### config.mk
export PLATFORM = sky130hd
export DESIGN_NAME = gamepad_pmod_tx
export DESIGN_NICKNAME = d
export VERILOG_FILES = /design/src/rtl/gamepad_pmod_tx.sv
export SDC_FILE = /design/constraint.sdc
export NUM_CORES = 1
export LEC_CHECK = 0
export ABC_CLOCK_PERIOD_IN_PS = 2200
export CORE_AREA = 2 2 85 87
export DETAILED_ROUTE_END_ITERATION = 8
export DIE_AREA = 0 0 87 89
export DONT_BUFFER_PORTS = 1
export SETUP_SLACK_MARGIN = 0.2
export SLEW_MARGIN = 15
export SYNTH_ARGS = -nofsm -noshare
export SYNTH_HDL_FRONTEND = slang
export SYNTH_SLANG_ARGS = --single-unit
### constraint.sdc
create_clock -name clk -period 2.2 [get_ports clk]
set_input_delay 0.44 -clock clk [delete_from_list [all_inputs] [get_ports clk]]
set_output_delay 0.44 -clock clk [all_outputs]
set_load 0.01 [all_outputs]
### src/rtl/gamepad_pmod_tx.sv
// rtl/gamepad_pmod_tx.sv - Gamepad Pmod 3-wire frame serializer (data/clk/latch)
module gamepad_pmod_tx #(
    parameter int BIT_WIDTH   = 24,
    parameter int HALF_PERIOD = 4,
    parameter int GAP_CYCLES  = 8
) (
    input  logic                 clk,
    input  logic                 rst,
    input  logic [BIT_WIDTH-1:0] frame_data,
    input  logic                 frame_valid,
    output logic                 frame_ready,
    output logic                 frame_done,
    output logic                 busy,
    output logic                 pmod_data,
    output logic                 pmod_clk,
    output logic                 pmod_latch
);

    localparam int CNT_MAX = (HALF_PERIOD > GAP_CYCLES) ? HALF_PERIOD : GAP_CYCLES;
    localparam int CNT_W   = (CNT_MAX > 1) ? $clog2(CNT_MAX) : 1;
    localparam int IDX_W   = (BIT_WIDTH > 1) ? $clog2(BIT_WIDTH) : 1;

    localparam logic [CNT_W-1:0] HP_LAST  = CNT_W'(HALF_PERIOD - 1);
    // Ready is raised one cycle early so the IDLE cycle completes the gap and
    // a held frame_valid restarts with no bubble.
    localparam logic [CNT_W-1:0] GAP_LAST = CNT_W'((GAP_CYCLES > 1) ? GAP_CYCLES - 2 : 0);
    localparam logic [IDX_W-1:0] IDX_LAST = IDX_W'(BIT_WIDTH - 1);

    typedef enum logic [2:0] {
        IDLE,
        HI,
        LO,
        LATCH,
        GAP
    } state_t;

    state_t               state_q, state_d;
    logic [CNT_W-1:0]     phase_q, phase_d;
    logic [IDX_W-1:0]     idx_q, idx_d;
    logic [BIT_WIDTH-1:0] shift_q, shift_d;
    logic                 ready_d, done_d, busy_d, data_d, clk_d, latch_d;

    always_ff @(posedge clk) begin
        if (rst) begin
            state_q     <= IDLE;
            phase_q     <= '0;
            idx_q       <= '0;
            shift_q     <= '0;
            frame_ready <= 1'b0;
            frame_done  <= 1'b0;
            busy        <= 1'b0;
            pmod_data   <= 1'b0;
            pmod_clk    <= 1'b0;
            pmod_latch  <= 1'b0;
        end else begin
            state_q     <= state_d;
            phase_q     <= phase_d;
            idx_q       <= idx_d;
            shift_q     <= shift_d;
            frame_ready <= ready_d;
            frame_done  <= done_d;
            busy        <= busy_d;
            pmod_data   <= data_d;
            pmod_clk    <= clk_d;
            pmod_latch  <= latch_d;
        end
    end

    always_comb begin
        state_d = state_q;
        phase_d = phase_q;
        idx_d   = idx_q;
        shift_d = shift_q;
        ready_d = frame_ready;
        done_d  = 1'b0;
        busy_d  = busy;
        data_d  = pmod_data;
        clk_d   = pmod_clk;
        latch_d = pmod_latch;

        unique case (state_q)
            IDLE: begin
                ready_d = 1'b1;
                busy_d  = 1'b0;
                data_d  = 1'b0;
                clk_d   = 1'b0;
                latch_d = 1'b0;
                if (frame_valid && frame_ready) begin
                    shift_d = frame_data;
                    data_d  = frame_data[BIT_WIDTH-1];
                    clk_d   = 1'b1;
                    ready_d = 1'b0;
                    busy_d  = 1'b1;
                    phase_d = '0;
                    idx_d   = '0;
                    state_d = HI;
                end
            end
            HI: begin
                if (phase_q == HP_LAST) begin
                    clk_d   = 1'b0;
                    phase_d = '0;
                    state_d = LO;
                end else begin
                    phase_d = phase_q + CNT_W'(1);
                end
            end
            LO: begin
                if (phase_q == HP_LAST) begin
                    phase_d = '0;
                    if (idx_q == IDX_LAST) begin
                        latch_d = 1'b1;
                        data_d  = 1'b0;
                        state_d = LATCH;
                    end else begin
                        idx_d   = idx_q + IDX_W'(1);
                        shift_d = shift_q << 1;
                        data_d  = shift_d[BIT_WIDTH-1];
                        clk_d   = 1'b1;
                        state_d = HI;
                    end
                end else begin
                    phase_d = phase_q + CNT_W'(1);
                end
            end
            LATCH: begin
                if (phase_q == HP_LAST) begin
                    latch_d = 1'b0;
                    done_d  = 1'b1;
                    phase_d = '0;
                    if (GAP_CYCLES == 1) begin
                        ready_d = 1'b1;
                        busy_d  = 1'b0;
                        state_d = IDLE;
                    end else begin
                        state_d = GAP;
                    end
                end else begin
                    phase_d = phase_q + CNT_W'(1);
                end
            end
            GAP: begin
                if (phase_q == GAP_LAST) begin
                    ready_d = 1'b1;
                    busy_d  = 1'b0;
                    state_d = IDLE;
                end else begin
                    phase_d = phase_q + CNT_W'(1);
                end
            end
            default: state_d = IDLE;
        endcase
    end

endmodule
==> impl_metrics.env, run 1 <==
export IMPL_finalSetupViolations=0
export IMPL_max_vdd_ir_drop_mv=0.3420
export IMPL_dieArea_sq_mm=0.007743
export IMPL_yosys_area_top_type="dfxtp_1"
export IMPL_critPathMaxFanout=44
export IMPL_vias=1517
export IMPL_ys_ff_latch=40
export IMPL_slew_viol_final=0
export IMPL_relSlewSlack_pct=68.47
export IMPL_holdBufCountCts=0
export IMPL_timing_final_crit_period_ps=1777
export IMPL_syn_area_sq_mm=0.002046
export IMPL_drtAntennaViolNets=0
export IMPL_drv_cap=0
export IMPL_fin_nets=240
export IMPL_cts_root_buf="clkbuf_8"
export IMPL_cp_required_ps=2400
export IMPL_num_rows=30
export IMPL_die_h_microns=89
export IMPL_fin_crit_sh_pct=80.78
export IMPL_ys_warn_count=0
export IMPL_num_io_pins=33
export IMPL_overflow=0
export IMPL_rr_worst_depth=5
export IMPL_pre_cts_slack_ps=431.2
export IMPL_place_inst=281
export IMPL_ys_seq_area_share_pct=39.14
export IMPL_grt_pass1_vias=1499
export IMPL_clk_insertion_delay_late_ps=290
export IMPL_synth_edff_count=0
export IMPL_rr_startpoint="state_q[1]$_SDFFE_PP0P_"
export IMPL_grt_setup_unrepaired="no"
export IMPL_gp_congestion=0.7703
export IMPL_post_cts_buffers=0
export IMPL_dr_pass1_iters=4
export IMPL_synth_most_common_cell="dfxtp_1"
export IMPL_routed_wl_microns=4075
export IMPL_ys_flop_type="dfxtp_1"
export IMPL_grt_max_degree=45
export IMPL_crit_type="reg2reg"
export IMPL_path_clk_slew_ps=80
export IMPL_n_antenna_cell=0
export IMPL_syn_to_final_growth_pct=8.196
export IMPL_antenna_found_initial=0
export IMPL_syn_nets=246
export IMPL_n_fill_cell=680
export IMPL_hold_start="rst"
export IMPL_status="finished, final reports clean"
export IMPL_die_w_microns=87
export IMPL_reg2reg_slack_ps=420
export IMPL_min_path_cells=1
export IMPL_finalClockSkew_ps=5.982
export IMPL_cp_end_kind="flop"
export IMPL_synth_cell_types=40
export IMPL_p_leak_nw=0.6998
export IMPL_hold_viol=0
export IMPL_cts_buffer_depth=2
export IMPL_netlist_area_leader_share_pct=39.14
export IMPL_fmax_ghz=0.5627
export IMPL_setup_tns_ps=0
export IMPL_layoutNonFillerInstCount=289
export IMPL_slowest_stage="dfxtp_1"
export IMPL_fin_ws_ps=422.9
export IMPL_tightest_slew_ps=472.3
export IMPL_numCtsBuffers=5
export IMPL_synth_area_leaders="dfxtp_1 39%, mux2i_1 12%, a211oi_2 11%, nor2_1 6.6%, a211oi_1 3.3%"
export IMPL_grtUsageTotal_pct=11.52
export IMPL_r2r_end="shift_q[1]$_SDFFE_PP0P_"
export IMPL_avgRoutedWirePerCell_microns=14.10
export IMPL_remaining_drc_errors=0
export IMPL_hp_class="in2reg"
export IMPL_fp_coreArea_sq_mm=0.006719
export IMPL_ys_top_cells_by_count="40 x dfxtp_1, 36 x nor2_1, 24 x mux2i_1, 18 x a211oi_2, 11 x a21oi_1"
export IMPL_power_per_cell_area_mw_per_mm2=708.5
export IMPL_holdWs_ps=209.2
export IMPL_holdPathEnd="busy$_SDFFE_PP0P_"
export IMPL_synthArstFlopShare_pct=0
export IMPL_dp_hpwl_microns=2756
export IMPL_cts_tree="built"
export IMPL_cts_resized=0
export IMPL_crit_arrival_ps=1980
export IMPL_slowest_delay_ps=600
export IMPL_syn_avg_cell_area_sq_um=9.559
export IMPL_drive_gt1_share_pct=16.75
export IMPL_drtIter0Drc=72
export IMPL_htree_levels=2
export IMPL_synth_cells=214
export IMPL_start_util_pct=30.45
export IMPL_grt_pass1_wl_microns=7038
export IMPL_vias_per_cell=5.249
export IMPL_numPortBuffers=0
export IMPL_worstPathCellList="nor3b_4 -> a32o_2 -> buf_12 -> nor2_1 -> a211oi_1"
export IMPL_cts_sinks=40
export IMPL_cp_start_kind="flop"
[worst max-delay path by stage]
stage                               end                    start  slack (ps)  depth (start not counted)
6_report        shift_q[1]$_SDFFE_PP0P_  state_q[1]$_SDFFE_PP0P_         420                          5
5_1_grt         shift_q[7]$_SDFFE_PP0P_    idx_q[0]$_SDFFE_PP0P_         280                          6
4_1_cts           idx_q[4]$_SDFFE_PP0P_  phase_q[0]$_SDFFE_PP0P_         410                          6
3_5_place_dp      idx_q[4]$_SDFFE_PP0P_  phase_q[0]$_SDFFE_PP0P_         430                          6
3_3_place_gp      idx_q[4]$_SDFFE_PP0P_  phase_q[0]$_SDFFE_PP0P_         470                          6
2_1_floorplan  shift_q[15]$_SDFFE_PP0P_    idx_q[0]$_SDFFE_PP0P_         630                          7
[kinds of logic after synthesis]
logic type | count (synthesis) | synth area share, %
compound gates | 52 | 22.57
xor+xnor | 3 | 1.285
fa+ha+maj | 5 | 3.058
buf+inv | 24 | 6.544
flops | 40 | 39.14
mux | 24 | 11.74
simple gates | 66 | 15.66
[power by group]
group          switching (mW)  internal (mW)
Sequential             0.0344          0.768
Clock                   0.269          0.336
Combinational          0.0881         0.0724
Total                   0.392           1.18
[per-layer routing]
layer | vias to the layer above | part of all wire, % | global-route usage, %
met5 | - | 0 | 0
li1 | 770 | - | -
met2 | 37 | 45 | 17.77
met1 | 708 | 48 | 15.09
met4 | 0 | 0.47 | 2.557
met3 | 2 | 6.4 | 4.801
[state kept, by name (all words and copies together) (netlist names)]
signal	flops
pmod_clk	1
pmod_data	1
shift_q	23
busy	1
phase_q	3
frame_ready	1
pmod_latch	1
frame_done	1
state_q	3
idx_q	5
[critical path: cells and delay by family, from the launching register on]
kind / cells / cell delay [ps]
AO/OA/AOI/OAI: 2 / 450
buffers and inverters: 1 / 240
flip-flops: 1 / 600
AND/OR/NAND/NOR: 2 / 380
[stage by stage]
stage	power (mW)	utilization (%)	cell area, sq um
3_5_place_dp	0.9814	31.27	2101
4_1_cts	1.593	32.92	2212
6_report	1.568	32.94	2213
2_1_floorplan	0.9723	-	2046
3_3_place_gp	0.9769	31.27	2101
5_1_grt	1.652	32.94	2213
[layout make-up]
class / instances / area (sq um) / share of cell area [%]
clock inverters: 3 / 42.54 / 1.922
multi-input cells: 150 / 1120 / 50.59
clock buffers: 5 / 68.82 / 3.109
well taps: 80 / 100.1 / 4.522
flip-flops and latches: 40 / 800.8 / 36.18
repair buffers: 4 / 55.05 / 2.487
inverters: 7 / 26.28 / 1.187
[layout by cell type (no fill, tap or decap), drive strengths merged, types with 2 or more instances in the layout]
cell	n
inv	7
a22oi	2
a2111oi	2
dfxtp	40
nand4	2
nand3	2
nor3b	2
nor2	36
xor2	2
or2	2
nor3	5
a311oi	2
or3	2
clkbuf	5
o21ai	2
a211oi	27
and3	2
ha	5
a21oi	11
buf	4
nand2	7
mux2i	24
(Power assumes the default switching activity.)
==> run 2, diff against run 1 <==
- ABC_CLOCK_PERIOD_IN_PS: 2200 -> 1700
- clock period: 2.2 -> 1.7 ns (I/O delays scaled with it)
==> impl_metrics.env, run 2 (same netlist as run 1, synthesis figures left out) <==
export IMPL_status="finished, final reports clean"
export IMPL_setup_tns_ps=0
export IMPL_grt_pass1_wl_microns=7521
export IMPL_path_clk_slew_ps=80
export IMPL_fmax_ghz=0.6248
export IMPL_slew_viol_final=0
export IMPL_remaining_drc_errors=0
export IMPL_cp_start_kind="flop"
export IMPL_start_util_pct=30.45
export IMPL_max_vdd_ir_drop_mv=0.2680
export IMPL_overflow=0
export IMPL_crit_type="reg2reg"
export IMPL_final_seq_area_sq_um=815.8
export IMPL_cts_tree="built"
export IMPL_fp_coreArea_sq_mm=0.006719
export IMPL_numCtsBuffers=5
export IMPL_vias_per_cell=5.177
export IMPL_grt_pass1_vias=1558
export IMPL_num_rows=30
export IMPL_layout_common_cells="32 x dfxtp_1, 24 x mux2i_1, 22 x a211oi_2"
export IMPL_htree_levels=2
export IMPL_crit_cells=6
export IMPL_relSlewSlack_pct=78.84
export IMPL_n_antenna_cell=0
export IMPL_antenna_found_initial=0
export IMPL_crit_arrival_ps=1810
export IMPL_dp_hpwl_microns=2997
export IMPL_die_h_microns=89
export IMPL_cts_buffer_depth=2
export IMPL_worstPathCellList="inv_4 -> ha_4 -> a21bo_4 -> o22a_4 -> or3_1 -> a21oi_1"
export IMPL_pre_cts_slack_ps=73.46
export IMPL_top_register="shift_q"
export IMPL_dieArea_sq_mm=0.007743
export IMPL_critPathMaxFanout=6
export IMPL_fin_crit_sh_pct=94.14
export IMPL_cts_sinks=40
export IMPL_die_w_microns=87
export IMPL_drive_gt1_share_pct=44.16
export IMPL_stdcell_area_sq_mm=0.002629
export IMPL_hp_class="in2reg"
export IMPL_numPortBuffers=0
export IMPL_tightest_slew_ps=309.3
export IMPL_timing_final_crit_period_ps=1600
export IMPL_p_leak_nw=0.8643
export IMPL_drv_cap=0
export IMPL_reg_top3="shift_q: 23 flops, idx_q: 5 flops"
export IMPL_layoutNonFillerInstCount=311
export IMPL_slowest_stage="dfxtp_4"
export IMPL_grt_setup_unrepaired="yes"
export IMPL_grtUsageTotal_pct=12.38
export IMPL_fin_nets=263
export IMPL_syn_to_final_growth_pct=28.50
export IMPL_clk_insertion_delay_late_ps=290
export IMPL_dr_pass1_iters=4
export IMPL_slowest_delay_ps=390
export IMPL_drtAntennaViolNets=0
export IMPL_mostFrequentLayoutCell="dfxtp_1"
export IMPL_avgRoutedWirePerCell_microns=15.81
export IMPL_cp_end_kind="flop"
export IMPL_cts_root_buf="clkbuf_8"
export IMPL_gp_congestion=0.8451
export IMPL_multi_input_area_sq_mm=0.001308
export IMPL_n_fill_cell=663
export IMPL_cp_required_ps=1910
export IMPL_largest_reg_flops=23
export IMPL_rr_worst_depth=6
export IMPL_hold_viol=0
export IMPL_power_mw=1.964
export IMPL_power_per_cell_area_mw_per_mm2=747.2
export IMPL_finalSetupViolations=0
export IMPL_fin_ws_ps=99.56
export IMPL_grt_max_degree=38
export IMPL_crit_family="compound AO/OA/AOI/OAI gates"
export IMPL_drtIter0Drc=57
export IMPL_routed_wl_microns=4917
export IMPL_place_area_sq_mm=0.002241
export IMPL_holdWs_ps=111.6
export IMPL_min_path_cells=1
export IMPL_num_io_pins=33
export IMPL_place_inst=292
export IMPL_path_buf_inv=1
export IMPL_vias=1610
export IMPL_finalClockSkew_ps=6.905
export IMPL_utilization_pct=39.12
[run 2: changes by cell type in the layout (fill, tap and decap cells not counted), moves of 5 or more]
| cell | previous run | this run |
|---|---|---|
| nor2_1 | 36 | 14 |
| nor2_2 | 0 | 17 |
| buf_4 | 2 | 18 |
| dfxtp_1 | 40 | 32 |
| dfxtp_2 | 0 | 6 |
| nor2_4 | 0 | 5 |
[run 2: repair_timing]
item / 4_1_cts / 5_1_grt
setup buffers: 2 / 4
setup endpoints to repair: 31 / 32
cloned: 1 / 5
resized for setup: 9 / 28
pin swaps: 3 / 18
hold buffers: 0 / 0
[run 2: per-layer routing]
metal,up-vias,GRT usage (%),wire length [microns]
met5,-,0,0
met4,0,4.688,60
met3,4,3.878,197
met2,24,20.40,2471
met1,771,15.17,2188
li1,811,-,-
[run 2: layout make-up]
| class | count | share of cell area (%) |
|---|---|---|
| tap | 80 | 3.808 |
| inverter | 7 | 1.095 |
| multi-input combinational | 150 | 49.74 |
| clock buffer | 5 | 2.618 |
| sequential | 40 | 31.03 |
| timing repair buffer | 27 | 11.23 |
| clock inverter | 2 | 0.4760 |
[run 2: path summary, 6_finish.rpt]
check | slack [ps] | from | endpoint
max | 100 | phase_q[0]$_SDFFE_PP0P_ | phase_q[1]$_SDFFE_PP0P_
min | 110 | rst | busy$_SDFFE_PP0P_
max reg2reg | 100 | phase_q[0]$_SDFFE_PP0P_ | phase_q[1]$_SDFFE_PP0P_
min reg2reg | 510 | phase_q[1]$_SDFFE_PP0P_ | phase_q[1]$_SDFFE_PP0P_
[run 2: report_power, final]
group          switching (mW)  leakage [nW]  total [mW]  internal (mW)
combinational           0.157         0.493       0.316          0.159
sequential             0.0505         0.331        1.04          0.993
clock                   0.327        0.0400       0.605          0.278
total                   0.534         0.864        1.96           1.43
==> run 3, diff against run 2 <==
--- a/config.mk
+++ b/config.mk
@@ -8,2 +8,4 @@
 export ABC_CLOCK_PERIOD_IN_PS = 1700
+export CELL_PAD_IN_SITES_DETAIL_PLACEMENT = 1
+export CELL_PAD_IN_SITES_GLOBAL_PLACEMENT = 1
 export CORE_AREA = 2 2 85 87
@@ -12,2 +14,3 @@
 export DONT_BUFFER_PORTS = 1
+export PLACE_DENSITY_LB_ADDON = 0.1
 export SETUP_SLACK_MARGIN = 0.2
==> constraint.sdc (replaced) <==
create_clock -name clk -period 1.7 [get_ports clk]
set_input_delay 0.085 -clock clk [delete_from_list [all_inputs] [get_ports clk]]
set_output_delay 0.085 -clock clk [all_outputs]
set_load 0.01 [all_outputs]
==> impl_metrics.env, run 3 (same netlist as run 1, synthesis figures left out) <==
export IMPL_status="finished, final reports clean"
export IMPL_timing_final_crit_period_ps=1606
export IMPL_fin_nets=274
export IMPL_vias_per_cell=5.294
export IMPL_fmax_ghz=0.6227
export IMPL_path_buf_inv=2
export IMPL_drtIter0Drc=50
export IMPL_cp_end_kind="flop"
export IMPL_layout_common_cells="33 x dfxtp_1, 25 x a211oi_2, 24 x mux2i_1"
export IMPL_grt_setup_unrepaired="yes"
export IMPL_cts_root_buf="clkbuf_8"
export IMPL_crit_top_cell="ha_4"
export IMPL_avgRoutedWirePerCell_microns=18.22
export IMPL_utilization_pct=43.82
export IMPL_cts_sinks=40
export IMPL_numCtsBuffers=5
export IMPL_grt_pass1_vias=1885
export IMPL_slowest_delay_ps=370
export IMPL_cts_buffer_depth=2
export IMPL_stdcell_area_sq_mm=0.002944
export IMPL_top_register="shift_q"
export IMPL_grt_max_degree=38
export IMPL_largest_reg_flops=23
export IMPL_finalSetupViolations=0
export IMPL_drtAntennaViolNets=0
export IMPL_num_io_pins=33
export IMPL_critPathMaxFanout=7
export IMPL_layoutNonFillerInstCount=323
export IMPL_holdPathEnd="shift_q[13]$_SDFFE_PP0P_"
export IMPL_hp_class="in2reg"
export IMPL_hold_start="frame_data[13]"
export IMPL_drive_gt1_share_pct=49.79
export IMPL_die_w_microns=87
export IMPL_remaining_drc_errors=0
export IMPL_n_antenna_cell=0
export IMPL_crit_arrival_ps=1800
export IMPL_gp_congestion=0.7876
export IMPL_dr_pass1_iters=4
export IMPL_finalClockSkew_ps=7.785
export IMPL_place_inst=296
export IMPL_mostFrequentLayoutCell="dfxtp_1"
export IMPL_rr_startpoint="phase_q[1]$_SDFFE_PP0P_"
export IMPL_fp_coreArea_sq_mm=0.006719
export IMPL_overflow=0
export IMPL_worstPathCellList="ha_4 -> ha_4 -> a32o_4 -> buf_4 -> buf_12 -> nor2_2 -> a211oi_2"
export IMPL_dieArea_sq_mm=0.007743
export IMPL_syn_to_final_growth_pct=43.91
export IMPL_routed_wl_microns=5885
export IMPL_die_h_microns=89
export IMPL_vias=1710
export IMPL_slew_viol_final=0
export IMPL_power_per_cell_area_mw_per_mm2=744.5
export IMPL_fin_crit_sh_pct=94.47
export IMPL_hold_viol=0
export IMPL_htree_levels=2
export IMPL_place_area_sq_mm=0.002296
export IMPL_clk_insertion_delay_late_ps=300
export IMPL_grt_pass1_wl_microns=9135
export IMPL_cp_required_ps=1890
export IMPL_reg2reg_slack_ps=90
export IMPL_cts_tree="built"
export IMPL_min_path_cells=2
export IMPL_grtUsageTotal_pct=15.24
export IMPL_antenna_found_initial=0
export IMPL_n_fill_cell=724
export IMPL_cp_start_kind="flop"
export IMPL_start_util_pct=30.45
export IMPL_rr_worst_depth=7
export IMPL_slowest_stage="dfxtp_4"
export IMPL_drv_cap=0
export IMPL_dp_hpwl_microns=3592
export IMPL_setup_tns_ps=0
export IMPL_path_clk_slew_ps=80
export IMPL_numPortBuffers=0
export IMPL_p_leak_nw=0.9676
export IMPL_r2r_end="shift_q[4]$_SDFFE_PP0P_"
export IMPL_num_rows=30
export IMPL_crit_type="reg2reg"
export IMPL_crit_family="compound AO/OA/AOI/OAI gates"
export IMPL_tightest_slew_ps=324.6
export IMPL_relSlewSlack_pct=78.23
export IMPL_max_vdd_ir_drop_mv=0.4333
export IMPL_reg_top3="shift_q: 23 flops, idx_q: 5 flops"
## run 3: metal layers
layer	vias up	GRT usage (%)	part of all wire, %
met3	8	3.970	3.8
met5	-	0	0
li1	829	-	-
met2	30	28.94	53
met4	0	4.830	1.4
met1	843	16.43	42
## run 3: worst max path at each step
stage	start	endpoint	depth (start not counted)
3_3_place_gp	phase_q[1]$_SDFFE_PP0P_	idx_q[4]$_SDFFE_PP0P_	6
3_5_place_dp	phase_q[1]$_SDFFE_PP0P_	idx_q[4]$_SDFFE_PP0P_	6
2_1_floorplan	phase_q[0]$_SDFFE_PP0P_	phase_q[1]$_SDFFE_PP0P_	6
6_report	phase_q[1]$_SDFFE_PP0P_	shift_q[4]$_SDFFE_PP0P_	7
4_1_cts	idx_q[0]$_SDFFE_PP0P_	shift_q[11]$_SDFFE_PP0P_	7
5_1_grt	phase_q[1]$_SDFFE_PP0P_	shift_q[2]$_SDFFE_PP0P_	6
## run 3: stage by stage
step	hold WS, ps	setup WS [ps]	total power, mW
after CTS	-166.6	108.9	2.129
after global routing	43.40	45.52	2.299
final	48.86	94.01	2.192
after floorplan	245.8	187.6	1.287
after global placement	153.5	73.37	1.323
after detailed placement	155.1	33.34	1.337
## run 3: where the power goes
group	switching [mW]	internal, mW	leakage [nW]	total, mW
registers	0.0599	0.991	0.331	1.05
logic	0.213	0.249	0.592	0.462
clock network	0.349	0.330	0.0445	0.679
total	0.622	1.57	0.968	2.19
## run 3: area by class of cell
class	instances	area, sq um	share of cell area, %
clock buffer	7	86.33	2.932
timing repair buffer	38	486.7	16.53
clock inverter	1	7.507	0.2550
tap	80	100.1	3.400
sequential	40	817.0	27.75
inverter	7	26.28	0.8925
multi-input combinational	150	1420	48.24
## run 3: repair_timing
item                                    in CTS  in global routing
gates cloned                                 4                  1
buffers inserted                            10                  1
pin swaps                                    9                  9
endpoints found under the hold margin       36                 36
endpoints found under the setup margin      31                 33
gates resized for setup                     33                 28
